==> src/rtl/eq_seq_pkg.sv <==
// rtl/eq_seq_pkg.sv - shared types and helpers for the serial equality sequencer
package eq_seq_pkg;

  typedef enum logic [1:0] {
    IDLE = 2'd0,
    RUN  = 2'd1,
    DONE = 2'd2
  } state_t;

  typedef struct packed {
    logic x1;
    logic y1;
    logic x2;
    logic y2;
  } pair_t;

  // Index width for np pairs; a single pair still needs one index bit.
  function automatic int idx_width(input int np);
    return (np > 1) ? $clog2(np) : 1;
  endfunction

endpackage

==> src/rtl/eq_pair_mux.sv <==
// rtl/eq_pair_mux.sv - selects bit-pair idx of both operands for the slice
module eq_pair_mux
  import eq_seq_pkg::*;
#(
  parameter int WIDTH = 16,
  parameter int IDXW  = 3
) (
  input  logic [WIDTH-1:0] a,
  input  logic [WIDTH-1:0] b,
  input  logic [IDXW-1:0]  idx,
  output pair_t            pair
);

  localparam int NP = WIDTH / 2;

  logic [NP-1:0][1:0] a_pairs;
  logic [NP-1:0][1:0] b_pairs;

  always_comb begin
    a_pairs = a;
    b_pairs = b;
    pair.x1 = a_pairs[idx][0];
    pair.y1 = b_pairs[idx][0];
    pair.x2 = a_pairs[idx][1];
    pair.y2 = b_pairs[idx][1];
  end

endmodule

==> src/rtl/eq_slice_seq.sv <==
// rtl/eq_slice_seq.sv - walks two words LSB-first through an external 2-bit equality slice
module eq_slice_seq
  import eq_seq_pkg::*;
#(
  parameter  int WIDTH      = 16,
  parameter  int EARLY_EXIT = 1,
  localparam int NP         = WIDTH / 2,
  localparam int IDXW       = idx_width(NP)
) (
  input  logic            clk,
  input  logic            rst_n,
  input  logic            start_valid,
  output logic            start_ready,
  input  logic [WIDTH-1:0] word_a,
  input  logic [WIDTH-1:0] word_b,
  output logic            slice_x1,
  output logic            slice_y1,
  output logic            slice_x2,
  output logic            slice_y2,
  input  logic            slice_a,
  output logic            busy,
  output logic            done,
  output logic            equal,
  output logic [IDXW-1:0] mismatch_idx
);

  localparam logic [IDXW-1:0] LAST_IDX = IDXW'(NP - 1);

  state_t          state;
  state_t          state_nxt;
  logic [IDXW-1:0] idx;
  logic [WIDTH-1:0] a_q;
  logic [WIDTH-1:0] b_q;
  logic            match;
  pair_t           pair;
  logic            stop;

  eq_pair_mux #(
    .WIDTH (WIDTH),
    .IDXW  (IDXW)
  ) u_pair_mux (
    .a    (a_q),
    .b    (b_q),
    .idx  (idx),
    .pair (pair)
  );

  always_comb begin
    state_nxt   = state;
    start_ready = 1'b0;
    busy        = 1'b0;
    done        = 1'b0;
    slice_x1    = 1'b0;
    slice_y1    = 1'b0;
    slice_x2    = 1'b0;
    slice_y2    = 1'b0;
    stop        = ((EARLY_EXIT != 0) && !slice_a) || (idx == LAST_IDX);
    case (state)
      IDLE: begin
        start_ready = 1'b1;
        if (start_valid) state_nxt = RUN;
      end
      RUN: begin
        busy     = 1'b1;
        slice_x1 = pair.x1;
        slice_y1 = pair.y1;
        slice_x2 = pair.x2;
        slice_y2 = pair.y2;
        if (stop) state_nxt = DONE;
      end
      DONE: begin
        done      = 1'b1;
        state_nxt = IDLE;
      end
      default: state_nxt = IDLE;
    endcase
  end

  always_ff @(posedge clk) begin
    if (!rst_n) begin
      state        <= IDLE;
      idx          <= '0;
      a_q          <= '0;
      b_q          <= '0;
      match        <= 1'b0;
      equal        <= 1'b0;
      mismatch_idx <= '0;
    end else begin
      state <= state_nxt;
      case (state)
        IDLE: begin
          if (start_valid) begin
            a_q          <= word_a;
            b_q          <= word_b;
            idx          <= '0;
            match        <= 1'b1;
            equal        <= 1'b0;
            mismatch_idx <= '0;
          end
        end
        RUN: begin
          // Only the first mismatching pair is recorded.
          if (!slice_a && match) begin
            mismatch_idx <= idx;
            match        <= 1'b0;
          end
          if (stop) equal <= match & slice_a;
          else      idx   <= idx + IDXW'(1);
        end
        default: ;
      endcase
    end
  end

endmodule

==> config.mk <==
export PLATFORM = sky130hd
export DESIGN_NAME = eq_slice_seq
export DESIGN_NICKNAME = d
export VERILOG_FILES = /design/src/rtl/eq_seq_pkg.sv /design/src/rtl/eq_pair_mux.sv /design/src/rtl/eq_slice_seq.sv
export SDC_FILE = /design/constraint.sdc
export NUM_CORES = 1
export LEC_CHECK = 0
export CORE_UTILIZATION = 30
export DETAILED_ROUTE_END_ITERATION = 16
export GPL_TIMING_DRIVEN = 0
export HOLD_SLACK_MARGIN = 0.15
export SYNTH_ARGS = -nofsm -noshare
export SYNTH_HDL_FRONTEND = slang
export SYNTH_SLANG_ARGS = --single-unit
==> constraint.sdc <==
create_clock -name clk -period 2.75 [get_ports clk]
set_clock_uncertainty 0.2 [all_clocks]
set_input_delay 0.4125 -clock clk [delete_from_list [all_inputs] [get_ports clk]]
set_output_delay 0.4125 -clock clk [all_outputs]
set_load 0.03 [all_outputs]
### Yosys cells after proc, flatten, opt, wreduce, memory -nomap -nowiden

Index checks and enable logic that the tools add are counted.

* add/subtract/negate cells: 1
* magnitude comparators: 1
* equal/unequal tests: 7
* mux-type cells: 25
* bitwise operators: 1
* reductions and logical operators: 10

Operator list (number)
* $bmux 2 s3: 2
* $pmux 3 s2: 2
* $mux 1: 11
* $mux 3: 3
* $reduce_and 3->1: 3
* $mux 2: 4
* $ne 2x2->1 const B: 4
* $lt 3x4->1 const B: 1
* $pmux 1 s2: 2
* $pmux 2 s2: 1
* $reduce_and 2->1: 2
* $add 3x1->3 const B: 1
* $eq 3x3->1 const B: 1
* $eq 2x1->1 const B: 1
* $eq 2x2->1 const B: 1
* $logic_not 2->1: 1
* $reduce_bool 2->1: 1
* $and 1x1->1: 1
* $logic_and 1x1->1: 1
* $logic_not 1->1: 1
* $logic_or 1x1->1: 1

* flip-flop bits (word level): 42
* output and inout bits: 11
* logic and storage cells: 52

### Depth between registers and ports, before layout

Gate-level depths: netlist (run 1).

* depth after elaboration: 4
* depth in mapped cells: 6

### Cells and area by module

From an unflattened synthesis (run 1), not the netlist that was laid out.

* cell total of the unflattened synthesis: 203
* area total of the unflattened synthesis: 1856.8 sq um

By module, submodules not included
* eq_slice_seq: instances 1, cells each 189, area an instance 1586.5 sq um
* eq_pair_mux: instances 1, cells each 14, area an instance 270.3 sq um

### Least setup slack after synthesis (run 1)

Ideal clock, no wire load.

* path type: flip-flop to output port
* start: register idx[1]
* end: output port slice_y2
* arrival: 1.242 ns
* required time: 2.138 ns
* slack: 0.895 ns
* stages on the path, launching flop included: 6
* cells stage by stage: dfxtp_1 buf_4 buf_4 mux2i_1 a22oi_1 and3_1

* word-level cells in the longest chain between the ends: 3

Ends and longest elaborated chain
* from (decl): RTL line eq_slice_seq.sv:31 `logic [IDXW-1:0] idx;`
* from (signal assigned): RTL line eq_slice_seq.sv:108 `else idx <= idx + IDXW'(1);`
* $bmux 2 s3: RTL line eq_pair_mux.sv:25 `pair.y2 = b_pairs[idx][1];`
* $mux 2
* $mux 1: RTL line eq_slice_seq.sv:58 `case (state)`
* to (decl): RTL line eq_slice_seq.sv:19 `output logic slice_y2,`

No other way between the ends. The select of a mux whose other input is x is not followed.

### Worst setup path after layout (run 1)

* start: register idx[1]
* end: output port slice_x2

* word-level cells in the longest chain between the ends: 3

Ends and longest elaborated chain
* $bmux 2 s3: RTL line eq_pair_mux.sv:24 `pair.x2 = a_pairs[idx][1];`
* $mux 2 (implied by the code): RTL line eq_pair_mux.sv:24
* $mux 1: RTL line eq_slice_seq.sv:58
* to (decl): RTL line eq_slice_seq.sv:18 `output logic slice_x2,`

No other way between the ends. The select of a mux whose other input is x is not followed.

==> results of run 1 <==
==> critical path: cells and delay by family, from the launching register on <==
| family | cells | cell delay [ns] |
|---|---|---|
| flip-flops | 1 | 0.34 |
| AND/OR/NAND/NOR | 1 | 0.20 |
| AO/OA/AOI/OAI | 1 | 0.09 |
| multiplexers | 1 | 0.23 |
| buffers and inverters | 3 | 0.81 |
==> per-layer routing <==
layer  vias to the layer above  part of all wire  wire (microns)  track usage
met1                       769              0.49            2240        0.182
met3                         6             0.043             196       0.0367
li1                        902                 -               -            -
met5                         -                 0               0            0
met2                        33              0.45            2060        0.238
met4                         0             0.016              75       0.0632
==> area by class of cell <==
type,instances,area (sq um)
fillers,637,3460
multi-input cells,174,942
flip-flops and latches,42,841
repair buffers,45,445
plain buffers,17,118
well taps,75,93.8
clock buffers,6,72.6
clock inverters,2,37.5
inverters,3,11.3
==> cells in the final DEF (no fill, tap or decap) <==
cell type	instances
a21oi_1	37
a21oi_2	1
a22oi_1	4
a31oi_1	3
and2_1	1
and3_1	4
and3b_1	1
buf_2	6
buf_4	2
buf_6	5
bufinv_16	1
clkbuf_1	4
clkbuf_2	1
clkbuf_8	5
clkdlybuf4s50_1	41
clkinvlp_4	1
dfxtp_1	42
dlygate4sd2_1	4
ha_1	2
inv_1	1
inv_2	2
mux2i_1	17
nand2_1	71
nand2b_1	2
nand3_1	12
nand3b_1	3
nand4_1	1
nor2_1	3
nor2b_1	2
nor2b_2	1
nor3_1	1
nor3b_2	1
nor4bb_1	1
o211ai_1	1
o21ai_0	1
o21ai_1	3
or3b_1	1
==> flip-flops by register name, indices dropped and copies added (netlist names) <==
name and flops:
a_q 16, b_q 16, idx 3, mismatch_idx 3
state 2, equal 1, match 1
==> power by group through the flow <==
stage / Clock (W) / Combinational (W) / Sequential, W
floorplan: 0 / 0.000123 / 0.000669
global placement: 0 / 0.000210 / 0.000672
detailed placement: 0 / 0.000212 / 0.000674
CTS: 0.000499 / 0.000211 / 0.000659
global route: 0.000533 / 0.000231 / 0.000663
finish: 0.000492 / 0.000208 / 0.000659
==> path summary, 6_finish.rpt <==
check / start / end / slack (ns) / cells past startpoint
min reg2reg: b_q[11]$_SDFFE_PN0P_ / b_q[11]$_SDFFE_PN0P_ / 0.26 / 2
max reg2reg: idx[0]$_SDFFE_PN0P_ / idx[2]$_SDFFE_PN0P_ / 1.08 / 5
max: idx[1]$_SDFFE_PN0P_ / slice_x2 / 0.15 / 6
min: rst_n / idx[1]$_SDFFE_PN0P_ / 0.24 / 3
==> timing repair <==
| item | 4_1_cts | 5_1_grt |
|---|---|---|
| hold buffers | 0 | 0 |
| gates resized for setup | 6 | 0 |
| setup endpoints to repair | 4 | 0 |
==> cells by family (layout without fill, tap and decap cells) <==
| kind of cell | after synthesis | count (layout) |
|---|---|---|
| simple gates | 105 | 105 |
| compound gates | 50 | 50 |
| flops | 42 | 42 |
| buf+inv | 20 | 73 |
| mux | 17 | 17 |
| fa+ha+maj | 2 | 2 |
==> stage by stage <==
stage          hold slack, ns  power [W]
6_report                0.236    0.00136
5_1_grt                 0.267    0.00143
4_1_cts                 0.236    0.00137
3_5_place_dp            0.247   0.000885
3_3_place_gp            0.241   0.000882
2_1_floorplan           0.236   0.000791
==> flow_metrics.env, run 1 <==
export IMPL_grt_overflow=0
export IMPL_required_ns=2.14
export IMPL_ir_drop_v=0.000251
export IMPL_diodes=0
export IMPL_post_route_period_util=0.946
export IMPL_placed_area_sq_um=2450
export IMPL_cts_buffers=5
export IMPL_port_buffers=45
export IMPL_clock_path_buffers=2
export IMPL_ys_types=30
export IMPL_p_sw_w=0.000344
export IMPL_end_kind="output port"
export IMPL_synth_simple_area_share=0.249
export IMPL_fp_dieH_microns=81.8
export IMPL_pwr_share_clk=0.362
export IMPL_fp_row_count=28
export IMPL_max_slew_margin_rel=0.677
export IMPL_worstSetupStartpointType="register"
export IMPL_slowest_stage="dlygate4sd2_1"
export IMPL_fin_ws_ns=0.148
export IMPL_synth_top_cell_area_share=0.441
export IMPL_synth_xor_area_share=0
export IMPL_drv_cap=0
export IMPL_syn_area_per_cell_sq_um=8.09
export IMPL_cp_arrival_ns=1.99
export IMPL_firstDrtPassIters=4
export IMPL_p_per_area_nw_per_um2=531
export IMPL_slew_violations=0
export IMPL_grt_max_degree=14
export IMPL_syn_inst=236
export IMPL_p_leak_nw=0.940
export IMPL_die_area_sq_um=6680
export IMPL_routed_wl_microns=4570
export IMPL_async_flop_share=0
export IMPL_drc_errors=0
export IMPL_cts_setup_buffers=0
export IMPL_dp_hpwl_microns=3370
export IMPL_syn_nets=274
export IMPL_outcome="completed"
export IMPL_min_period_ns=2.60
export IMPL_pre_cts_ws_ns=0.199
export IMPL_combPwrFrac=0.153
export IMPL_seqPwrFrac=0.484
export IMPL_switching_share=0.253
export IMPL_fmax_mhz=384
export IMPL_syn_area_sq_um=1910
export IMPL_cts_root_buf="clkbuf_8"
export IMPL_synthTopCellsByCount="nand2_1, dfxtp_1, a21oi_1"
export IMPL_htreeDepth=2
export IMPL_critPathMaxStageDelay_ns=0.35
export IMPL_final_area_sq_um=2560
export IMPL_ios=47
export IMPL_grt_first_pass_wirelength_microns=7150
export IMPL_cts_sinks=42
export IMPL_globalplace_congestion=0.764
export IMPL_syn2layout_area_growth_pct=34.2
export IMPL_tns_ns=0
export IMPL_setup_violations=0
export IMPL_grtUsageTotal=0.146
export IMPL_synth_edf_count=0
export IMPL_vias=1710
export IMPL_min_path_type="in2reg"
export IMPL_stdcell_count=364
export IMPL_rsz0062_at_grt="false"
export IMPL_die_w_microns=81.8
export IMPL_synth_top_family_by_area="simple AND/OR/NAND/NOR gates"
export IMPL_critical_path_cell_chain="buf_4, buf_4, mux2i_1, a22oi_1, and3_1, dlygate4sd2_1"
export IMPL_start_util=0.317
export IMPL_yosys_top_cells_area="dfxtp_1, nand2_1, a21oi_1"
export IMPL_insertion_delay_ns=0.30
export IMPL_dp_cells=356
export IMPL_tightest_slew_ns=0.478
export IMPL_final_layout_size_suffix_gt1_frac=0.0900
export IMPL_seq_area_frac_synth=0.441
export IMPL_synthFlopType="dfxtp_1"
export IMPL_yosysTopAreaCell="dfxtp_1"
export IMPL_synth_compound_area_frac=0.142
export IMPL_critPathMaxFanout=10
export IMPL_hold_viol=0
export IMPL_path_common_cell="buf_4"
export IMPL_muxShareOfSynthArea=0.0892
export IMPL_grt_pass1_vias=1558
export IMPL_core_sq_um=6030
export IMPL_viasPerCell=4.70
export IMPL_wl_per_cell_microns=12.6
export IMPL_post_route_util=0.425
export IMPL_nets=326
export IMPL_synth_fa_ha_area_frac=0.0131
export IMPL_antenna_found_initial=0
export IMPL_synth_seq_cells=42
export IMPL_synth_most_common_cell="nand2_1"
export IMPL_p_int_w=0.00102
export IMPL_drt_iter0_drc=55
export IMPL_critical_path_class="reg2out"
export IMPL_clkTransAtPathRegs_ns=0.08
export IMPL_ant_nets=0
export IMPL_cts_tree="yes"
export IMPL_yosys_warnings=0
No activity file was read; power rests on OpenSTA's default activity.
==> inputs of run 2 (changes only) <==
--- a/config.mk
+++ b/config.mk
@@ -8,7 +8,6 @@
 export CORE_UTILIZATION = 30
 export DETAILED_ROUTE_END_ITERATION = 16
 export GPL_TIMING_DRIVEN = 0
-export HOLD_SLACK_MARGIN = 0.15
 export SYNTH_ARGS = -nofsm -noshare
 export SYNTH_HDL_FRONTEND = slang
 export SYNTH_SLANG_ARGS = --single-unit
==> results of run 2 <==
The final DEF is identical to that of run 1; final timing and power are the same.
==> inputs of run 3 (changes only) <==
--- a/config.mk
+++ b/config.mk
@@ -5,9 +5,10 @@
 export SDC_FILE = /design/constraint.sdc
 export NUM_CORES = 1
 export LEC_CHECK = 0
-export CORE_UTILIZATION = 30
+export CORE_UTILIZATION = 40
 export DETAILED_ROUTE_END_ITERATION = 16
 export GPL_TIMING_DRIVEN = 0
+export PLACE_DENSITY = 0.67
 export SYNTH_ARGS = -nofsm -noshare
 export SYNTH_HDL_FRONTEND = slang
 export SYNTH_SLANG_ARGS = --single-unit
==> run 3 against run 2 <==
Against the previous run: via count rose by 0.99%; highest routed layer unchanged; non-clock buffer count unchanged; cell area is 1.1% lower.
==> flow_metrics.env, run 3 (same netlist as run 1, synthesis figures left out) <==
export IMPL_outcome="completed"
export IMPL_fmax_mhz=388
export IMPL_top_layer="met4"
export IMPL_switching_share=0.236
export IMPL_clkTransAtPathRegs_ns=0.08
export IMPL_required_ns=2.14
export IMPL_worstSetupStartpointType="register"
export IMPL_slew_violations=0
export IMPL_critPathMaxFanout=10
export IMPL_p_leak_nw=0.946
export IMPL_ant_nets=0
export IMPL_cts_setup_buffers=0
export IMPL_tns_ns=0
export IMPL_grt_first_pass_wirelength_microns=7060
export IMPL_min_path_type="in2reg"
export IMPL_cts_sinks=42
export IMPL_cp_arrival_ns=1.96
export IMPL_globalplace_congestion=0.751
export IMPL_final_area_sq_um=2530
export IMPL_rsz0062_at_grt="false"
export IMPL_placed_area_sq_um=2420
export IMPL_syn2layout_area_growth_pct=32.7
export IMPL_final_cell_mix="nand2_1, dfxtp_1, clkdlybuf4s50_1"
export IMPL_routed_wl_microns=4230
export IMPL_wl_met2_microns=1900
export IMPL_fp_row_count=24
export IMPL_cts_root_buf="clkbuf_8"
export IMPL_layout_commonest_cell="nand2_1"
export IMPL_met1_length_microns=2080
export IMPL_p_sw_w=0.000321
export IMPL_seqPwrFrac=0.486
export IMPL_viasPerCell=5.08
export IMPL_clock_path_buffers=2
export IMPL_wl_per_cell_microns=12.4
export IMPL_nFillCells=434
export IMPL_cts_tree="yes"
export IMPL_port_buffers=45
export IMPL_cts_resized=5
export IMPL_cts_buffers=5
export IMPL_die_w_microns=71.1
export IMPL_dp_hpwl_microns=3100
export IMPL_grtUsageTotal=0.181
export IMPL_nets=326
export IMPL_die_area_sq_um=5050
export IMPL_setup_violations=0
export IMPL_reg2reg_slack_ns=1.04
export IMPL_combPwrFrac=0.153
export IMPL_pwr_share_clk=0.362
export IMPL_diodes=0
export IMPL_insertion_delay_ns=0.28
export IMPL_ir_drop_v=0.000285
export IMPL_end_kind="output port"
export IMPL_fp_dieH_microns=71.1
export IMPL_max_slew_margin_rel=0.627
export IMPL_grt_max_degree=13
export IMPL_htreeDepth=2
export IMPL_drv_cap=0
export IMPL_wl_met3_microns=229
export IMPL_post_route_util=0.566
export IMPL_grt_pass1_vias=1519
export IMPL_start_util=0.426
export IMPL_final_layout_size_suffix_gt1_frac=0.0868
export IMPL_antenna_found_initial=0
export IMPL_post_route_period_util=0.936
export IMPL_firstDrtPassIters=10
export IMPL_drt_iter0_drc=95
export IMPL_tightest_slew_ns=0.552
export IMPL_total_power_w=0.00136
export IMPL_p_per_area_nw_per_um2=535
export IMPL_vias=1727
export IMPL_drc_errors=0
export IMPL_cts_hold_buffers=0
export IMPL_ios=47
export IMPL_min_period_ns=2.57
export IMPL_hold_ws_ns=0.254
export IMPL_reg_top3="a_q x16, b_q x16"
export IMPL_grt_overflow=0
export IMPL_hold_viol=0
export IMPL_p_int_w=0.00104
export IMPL_critical_path_class="reg2out"
export IMPL_core_sq_um=4470
## run 3: per-layer routing
| layer | global-route usage | vias up |
|---|---|---|
| met5 | 0 | - |
| met4 | 0.0467 | 0 |
| met3 | 0.0442 | 2 |
| met2 | 0.281 | 50 |
| met1 | 0.253 | 773 |
| li1 | - | 902 |
## run 3: worst paths after layout
path,depth (start not counted),to,start
max,6,slice_x2,idx[1]$_SDFFE_PN0P_
min,3,idx[0]$_SDFFE_PN0P_,rst_n
max reg2reg,5,idx[2]$_SDFFE_PN0P_,idx[0]$_SDFFE_PN0P_
min reg2reg,2,a_q[12]$_SDFFE_PN0P_,a_q[12]$_SDFFE_PN0P_
## run 3: cell type report
| type | instances | area, sq um | share of cell area |
|---|---|---|---|
| Sequential cell | 42 | 841 | 0.332 |
| Clock inverter | 1 | 30.0 | 0.0119 |
| Multi-Input combinational cell | 174 | 940 | 0.371 |
| Tap cell | 52 | 65.1 | 0.0257 |
| Timing Repair Buffer | 45 | 445 | 0.176 |
| Clock buffer | 6 | 82.6 | 0.0326 |
| Buffer | 17 | 118 | 0.0464 |
| Inverter | 3 | 11.3 | 0.00445 |
## run 3: critical path, cell delays in order, from the launching register on
cell	delay, ns
dfxtp_1	0.34
buf_4	0.21
buf_4	0.24
mux2i_1	0.25
a22oi_1	0.09
and3_1	0.19
dlygate4sd2_1	0.35
## run 3: power groups by stage
stage	logic, W	registers, W	clock network, W
CTS	0.000210	0.000658	0.000497
finish	0.000207	0.000658	0.000490
detailed placement	0.000210	0.000673	0
global route	0.000230	0.000663	0.000532
floorplan	0.000123	0.000669	0
global placement	0.000208	0.000672	0
## run 3: through the flow
stage          worst slack [ns]  instances
6_report                  0.176        340
5_1_grt                  0.0486        340
4_1_cts                   0.145        340
3_5_place_dp              0.228        333
3_3_place_gp              0.234        333
2_1_floorplan             0.895        236
